### config.mk
export PLATFORM = sky130hd
export DESIGN_NAME = alu_pipe_acc
export DESIGN_NICKNAME = d
export VERILOG_FILES = /design/src/rtl/alu_pkg.sv /design/src/rtl/alu_exec.sv /design/src/rtl/alu_pipe_acc.sv
export SDC_FILE = /design/constraint.sdc
export NUM_CORES = 1
export LEC_CHECK = 0
export BUFFER_PORTS_ARGS = -buffer_cell sky130_fd_sc_hd__buf_4
export CELL_PAD_IN_SITES_DETAIL_PLACEMENT = 1
export CELL_PAD_IN_SITES_GLOBAL_PLACEMENT = 1
export CORE_MARGIN = 4
export CORE_UTILIZATION = 35
export CTS_CLUSTER_SIZE = 28
export DETAILED_ROUTE_END_ITERATION = 10
export GPL_TIMING_DRIVEN = 1
export PLACE_DENSITY = 0.74
export SYNTH_ARGS = -nofsm -noshare
export SYNTH_HDL_FRONTEND = slang
export SYNTH_SLANG_ARGS = --single-unit
### constraint.sdc
create_clock -name clk_p_i -period 15.3 [get_ports clk_p_i]
set_clock_uncertainty 0.15 [all_clocks]
set_input_delay 0 -clock clk_p_i [delete_from_list [all_inputs] [get_ports clk_p_i]]
set_output_delay 0 -clock clk_p_i [all_outputs]
set_load 0.02 [all_outputs]
### src/rtl/alu_pkg.sv
// alu_pkg: opcode encodings and signed saturation bounds shared by alu_pipe_acc
package alu_pkg;
    localparam logic [2:0] OP_ADD     = 3'd0;
    localparam logic [2:0] OP_SUB     = 3'd1;
    localparam logic [2:0] OP_MUL     = 3'd2;
    localparam logic [2:0] OP_MAC     = 3'd3;
    localparam logic [2:0] OP_MAX     = 3'd4;
    localparam logic [2:0] OP_MIN     = 3'd5;
    localparam logic [2:0] OP_ABSDIFF = 3'd6;
    localparam logic [2:0] OP_CLR     = 3'd7;
    function automatic logic signed [63:0] sat_max(input int w);
        return (64'sd1 <<< (w - 1)) - 64'sd1;
    endfunction
    function automatic logic signed [63:0] sat_min(input int w);
        return -(64'sd1 <<< (w - 1));
    endfunction
endpackage

### src/rtl/alu_exec.sv
// alu_exec: combinational opcode execute; MAC clamps when ALU_SAT_EN is defined, wraps otherwise
module alu_exec
    import alu_pkg::*;
#(
    parameter int DATA_W = 8,
    parameter int OUT_W  = 2 * DATA_W
) (
    input  logic signed [DATA_W-1:0] a,
    input  logic signed [DATA_W-1:0] b,
    input  logic [2:0]               inst,
    input  logic signed [OUT_W-1:0]  acc,
    output logic signed [OUT_W-1:0]  result,
    output logic signed [OUT_W-1:0]  acc_next,
    output logic                     ovf
);
    logic signed [OUT_W-1:0] ax, bx, diff, prod, mac_val;
    logic                    mac_ovf;
    assign ax   = {{(OUT_W-DATA_W){a[DATA_W-1]}}, a};
    assign bx   = {{(OUT_W-DATA_W){b[DATA_W-1]}}, b};
    assign diff = ax - bx;
    assign prod = ax * bx;
`ifdef ALU_SAT_EN
    logic signed [OUT_W:0] mac_sum;
    assign mac_sum = {acc[OUT_W-1], acc} + {prod[OUT_W-1], prod};
    assign mac_ovf = mac_sum[OUT_W] ^ mac_sum[OUT_W-1];
    assign mac_val = mac_ovf ? (mac_sum[OUT_W] ? OUT_W'(sat_min(OUT_W)) : OUT_W'(sat_max(OUT_W)))
                             : mac_sum[OUT_W-1:0];
`else
    assign mac_val = acc + prod;
    assign mac_ovf = 1'b0;
`endif
    // select the result for the opcode; only MAC and CLR touch the accumulator
    always_comb begin
        result   = inst == OP_ADD     ? ax + bx :
                   inst == OP_SUB     ? diff :
                   inst == OP_MUL     ? prod :
                   inst == OP_MAC     ? mac_val :
                   inst == OP_MAX     ? (ax > bx ? ax : bx) :
                   inst == OP_MIN     ? (ax < bx ? ax : bx) :
                   inst == OP_ABSDIFF ? (diff < 0 ? -diff : diff) : '0;
        acc_next = inst == OP_MAC ? mac_val : inst == OP_CLR ? '0 : acc;
        ovf      = inst == OP_MAC && mac_ovf;
    end
endmodule

### src/rtl/alu_pipe_acc.sv
// alu_pipe_acc: 2-stage valid/ready signed ALU with persistent accumulator (optional MAC saturation: ALU_SAT_EN)
module alu_pipe_acc
    import alu_pkg::*;
#(
    parameter int DATA_W = 8,
    parameter int OUT_W  = 2 * DATA_W
) (
    input  logic              clk_p_i,
    input  logic              reset_n_i,
    input  logic              valid_i,
    output logic              ready_o,
    input  logic [DATA_W-1:0] data_a_i,
    input  logic [DATA_W-1:0] data_b_i,
    input  logic [2:0]        inst_i,
    output logic              valid_o,
    input  logic              ready_i,
    output logic [OUT_W-1:0]  data_o,
    output logic              ovf_o
);
    logic [DATA_W-1:0] a1, b1;
    logic [2:0]        op1;
    logic              v1, adv2, ovf_nx;
    logic [OUT_W-1:0]  acc, res, acc_nx;
    assign adv2    = !valid_o || ready_i;
    assign ready_o = !v1 || adv2;
    alu_exec #(.DATA_W(DATA_W), .OUT_W(OUT_W)) u_exec (
        .a(a1), .b(b1), .inst(op1), .acc(acc),
        .result(res), .acc_next(acc_nx), .ovf(ovf_nx)
    );
    // S1: capture the operand beat whenever the stage can advance
    always_ff @(posedge clk_p_i or negedge reset_n_i)
        if (!reset_n_i) begin
            v1  <= 1'b0;
            a1  <= '0;
            b1  <= '0;
            op1 <= OP_ADD;
        end else if (ready_o) begin
            v1  <= valid_i;
            a1  <= data_a_i;
            b1  <= data_b_i;
            op1 <= inst_i;
        end
    // S2: register the result and commit the accumulator; bubbles only clear valid_o
    always_ff @(posedge clk_p_i or negedge reset_n_i)
        if (!reset_n_i) begin
            valid_o <= 1'b0;
            data_o  <= '0;
            ovf_o   <= 1'b0;
            acc     <= '0;
        end else if (adv2) begin
            valid_o <= v1;
            if (v1) begin
                data_o <= res;
                ovf_o  <= ovf_nx;
                acc    <= acc_nx;
            end
        end
endmodule

Yosys cells after proc, flatten, opt, wreduce, memory -nomap -nowiden
Cells that the tools add are included.
{ "word_totals": {"out_inout_bits": 19, "regBits": 53} }
{ "op_classes": {"n_reduce_logical": 8, "magnitude_cmp": 3, "n_mux": 12, "n_addsub": 4, "eq_ne": 7, "n_mul": 1} }
{ "ops": {"columns": ["op", "count"], "rows": [
  ["$mux W16", 12],
  ["$add A16 B16 Y16", 1],
  ["$mul A8 B8 Y16", 1],
  ["$neg A16 Y16", 1],
  ["$eq A3 B3 Y1 const B", 4],
  ["$add A8 B8 Y9", 1],
  ["$lt A9 B1 Y1 const B", 1],
  ["$sub A8 B8 Y9", 1],
  ["$gt A8 B8 Y1", 1],
  ["$lt A8 B8 Y1", 1],
  ["$eq A3 B2 Y1 const B", 2],
  ["$eq A3 B1 Y1 const B", 1],
  ["$logic_not A3 Y1", 1],
  ["$reduce_and A3 Y1", 1],
  ["$logic_not A1 Y1", 2],
  ["$logic_or A1 B1 Y1", 2],
  ["$reduce_and A2 Y1", 1],
  ["$reduce_bool A2 Y1", 1]
]} }

Longest topological paths before layout
{ "depth": {"ltp_word": 10, "mapped_depth": 25} }

By module
A second synthesis with hierarchy kept.
{ "hier_totals": {"cells_unflattened": 770, "hier_area_um2": 7215.7} }
{ "modules_own_cells": {"columns": ["module", "area_each_um2", "instances", "cells_per_inst", "seq_area_each_um2"], "rows": [
  ["alu_exec", 4998.5, 1, 654, 0.0],
  ["alu_pipe_acc", 2217.1, 1, 116, 1351.3]
]} }

Worst setup path before layout
Ideal clock, no wire load.
{ "synth_path": {"path_kind": "register to register", "from": "register a1[5]", "to": "register acc[15]", "setup_time_ns": 0.135, "t_required_ns": 15.015, "path_buffers": 1, "slack_ns": 9.611, "period_less_slack_ns": 5.689, "stages_incl_launch_ff": 24, "arrival_ns": 5.404, "path_cell_list": "dfrtp_1 clkbuf_1 and2_1 fa_1 inv_1 fa_1 inv_1 fa_1 inv_1 fa_1 inv_1 ha_1 nand3_1 o2111ai_1 a21o_1 a21oi_1 o21ai_0 xor2_1 ha_1 a211o_1 o41ai_1 xnor2_1 xnor2_1 o31ai_1"} }
{ "synth_via": {"elab_chain_cells": 3} }
{ "synth_rtl": {"columns": ["element", "line", "rtl"], "rows": [
  ["start, declared", "alu_pipe_acc.sv:20", "logic [DATA_W-1:0] a1, b1;"],
  ["start signal, assigned", "alu_pipe_acc.sv:39", "a1 <= data_a_i;"],
  ["$mul A8 B8 Y16", "alu_exec.sv:21", "assign prod = ax * bx;"],
  ["$add A16 B16 Y16", "alu_exec.sv:29", "assign mac_val = acc + prod;"],
  ["$mux W16", "alu_exec.sv:41", "acc_next = inst == OP_MAC ? mac_val : inst == OP_CLR ? '0 : acc;"],
  ["end signal, assigned", "alu_pipe_acc.sv:55", "acc <= acc_nx;"],
  ["end, declared", "alu_pipe_acc.sv:23", "logic [OUT_W-1:0] acc, res, acc_nx;"]
]} }
Every way passes these cells.
A chain may end at the register's enable or synchronous reset.

Worst setup path after layout
{ "layout_path": {"from": "register b1[7]", "to": "register acc[15]"} }
{ "layout_via": {"elab_chain_cells": 3} }
{ "layout_rtl": {"columns": ["element", "line", "rtl"], "rows": [
  ["start, declared", "alu_pipe_acc.sv:20", null],
  ["start signal, assigned", "alu_pipe_acc.sv:40", "b1 <= data_b_i;"],
  ["$mul A8 B8 Y16", "alu_exec.sv:21", null],
  ["$add A16 B16 Y16", "alu_exec.sv:29", null],
  ["$mux W16", "alu_exec.sv:41", null]
]} }
Every way passes these cells.

==> results.md <==
- Status: complete, no violations
- Grt total ovfl: 0
- Area delta synth->final: 12.7%
- Die Y: 148 um
- # diodes: 0
- Worst-margin pin slew: 0.978 ns
- Post-DRT Antenna Nets: 0
- Num CTS Buffers: 5
- H-tree level count: 2
- Slew Limit Fails: 0
- Worst path required time: 15.32 ns
- DRT Wirelength: 21400 um
- Fin crit period: 6.33 ns
- Die area: 21800 um^2
- Power density over cell area: 238 nW/um^2
- Die X: 148 um
- Post-place setup slack: 8.95 ns
- Synthesized Nets: 955
- CP startpoint kind: flip-flop
- Mapped cell area: 6840 um^2
- Non-filler cells, final: 1109
- Area leader, netlist: dfrtp_1
- Setup_tns: 0 ns
- Post-synth ARST share: 100%
- Syn Area/Cell: 8.43 um^2
- Clk slew on worst S/H paths: 0.08 ns
- Static Leak: 3.56 nW
- Final worst-path setup slack: 8.97 ns
- Yosys cell types: 71
- Maximum clock rate: 0.158 GHz
- RSZ-0062 raised after global routing: false
- Sequential area share after synthesis: 19.4%
- Fin nets: 992
- Hold Fails Final Rpt: 0
- Hold buffer count at CTS: 22
- Ys flop type: dfrtp_1
- EDFF count, synth: 0
- Avg WL per Cell: 19.3 um
- GRT Total Usage: 20.2%
- Gpl congestion: 0.871
- First-pass GRT wire length: 35000 um
- Peak supply drop: 0.157 mV
- CP Launch Point: b1[7]
- Starting Density: 36.1%
- Clock Latency Late Sink: 0.31 ns
- Maxcap violations: 0
- Critical path class: flip-flop to flip-flop
- Fraction of layout cells with a size suffix above 1: 9.19%
- CTS root buffer: clkbuf_16
- Crit path arrival time: 6.35 ns
- TritonCTS clock tree: done
- Final Power: 0.00184 W
- Post-CTS Setup Inserts: 0
- Relative slew slack: 34.4%
- Vias per cell: 5.40
- Detailed Route Iter0 Violations: 331
- Post-route DRC violation count: 0
- Largest net degree at the start of global routing: 54
- Vias in the first global route: 6405
- Largest cells by area after synthesis: dfrtp_1, fa_1, ha_1
- PortBufs: 40
- Vias: 5985
- Final period util: 41.4%
- Post-CTS sizing: 0
- Core area: 19000 um^2
- Register bit total from synthesis: 53
- Hold crit path type: input pin to asynchronous set/reset pin
- Clock Tree Buf Depth: 2
- CP endpoint kind: flip-flop
- FF-to-FF Start: b1[7]
- Post-Synthesis Cells: 811
- # IOs: 42
- DP Wirelength: 16400 um
- CTS sink cnt: 53
- Crit Path Max Fanout: 9
- Final setup fails: 0
- Core Rows: 50
- Yosys warns: 0
- DP Cell Count: 1079
- Initial antenna violation count: 0
- Synth top area share: 19.4%
- Detailed Routing Iterations Pass 1: 5
metal layers:
| layer | share of wire [%] | vias up | track usage (%) |
|---|---|---|---|
| li1 | - | 2807 | - |
| met1 | 45 | 3017 | 27.0 |
| met2 | 48 | 120 | 33.7 |
| met3 | 3.4 | 41 | 2.58 |
| met4 | 3.2 | 0 | 7.18 |
| met5 | 0 | - | 0 |
critical path, stage by stage, from the launching register on:
cell	delay, ns
dfrtp_1	0.57
clkinv_1	0.34
nor2_1	0.25
fa_1	0.49
fa_1	0.49
fa_1	0.49
inv_1	0.05
fa_1	0.47
inv_1	0.04
ha_1	0.35
nand3_1	0.10
o2111ai_1	0.24
a21o_1	0.15
a21oi_1	0.08
o21ai_0	0.22
xor2_1	0.24
ha_1	0.32
a211o_1	0.32
o41ai_1	0.31
xnor2_1	0.13
xnor2_1	0.28
o31ai_1	0.10
Yosys cell counts, drive strengths merged (3+ instances only):
cell	instances
inv	108
nand2	66
nor2	66
ha	63
fa	58
dfrtp	53
o21ai	51
a21oi	48
clkbuf	30
xnor2	30
and2	29
nor3	15
a211oi	14
xor2	14
nand2b	13
nand3	13
mux2i	12
mux2	10
o31ai	10
a31oi	8
nor2b	8
o221ai	7
buf	6
nor4	6
and3	5
o21a	5
or2	5
a22o	4
o211ai	4
o22ai	4
or3	4
a21o	3
a221oi	3
o21bai	3
o311ai	3
report_power, final:
group | switching [W] | internal [W] | total (W) | leakage (nW)
combinational | 0.000874 | 0.000621 | 0.00149 | 2.84
sequential | 0.0000404 | 0.000177 | 0.000218 | 0.654
clock | 0.0000621 | 0.0000614 | 0.000123 | 0.0702
total | 0.000977 | 0.000859 | 0.00184 | 3.56
sequential cells by signal, indices dropped and copies added, names as in the netlist:
| register | flops |
|---|---|
| data_o | 16 |
| v1 | 1 |
| valid_o | 1 |
| b1 | 8 |
| op1 | 3 |
| a1 | 8 |
| acc | 16 |
logic make-up after synthesis:
kind of cell               count (synthesis)  share of synthesized area (%)
other                                      1                         0.0549
and+or+nand+nor                          235                           16.4
adders and majority gates                121                           28.5
DFF                                       53                           19.4
muxes                                     22                           3.40
AOI/OAI and AO/OA                        189                           18.4
buffers and inverters                    146                           8.25
xor gates and xnor gates                  44                           5.64
cells in the final DEF (no fill, tap or decap), drive strengths merged, types with 4 or more instances in the layout:
master	count
nor4	6
dfrtp	53
nand2	66
nor3	15
inv	109
and3	5
or3	4
nand3	13
o31ai	10
clkbuf	5
nor2b	8
fa	58
xnor2	30
a22o	4
o21ai	51
a31oi	8
a21oi	48
nor2	66
o211ai	4
xor2	14
mux2i	12
o221ai	7
and2	29
dlygate4sd3	22
o22ai	4
mux2	10
o21a	5
a211oi	14
nand2b	13
or2	5
buf	44
ha	63
layout make-up:
cell class              instances  area (um^2)
well taps                     260          325
inverters                     110          413
repair buffers                 66          551
fillers                      2285        11200
clock inverters                 3         21.3
clock buffers                   5          125
multi-input cells             612         4950
flip-flops and latches         53         1330
through the flow:
stage               util, %  hold slack, ns  instance area [um^2]
CTS                    40.7           0.180                  7710
detailed placement     38.7         -0.0307                  7340
floorplan                 -          -0.446                  6840
global route           40.7           0.215                  7710
finish                 40.7           0.144                  7710
global placement       38.7         -0.0379                  7340
final timing paths:
kind	slack, ns	cells past startpoint	end
worst max-delay path	8.97	21	acc[15]
worst min-delay path	0.14	2	data_o[1]
worst max register to register	8.97	21	acc[15]
worst min register to register	0.34	2	acc[5]
max in group asynchronous	14.34	2	b1[4]
min in group clk_p_i	0.29	4	op1[2]
Note: power is estimated with default switching activity, not from simulation.
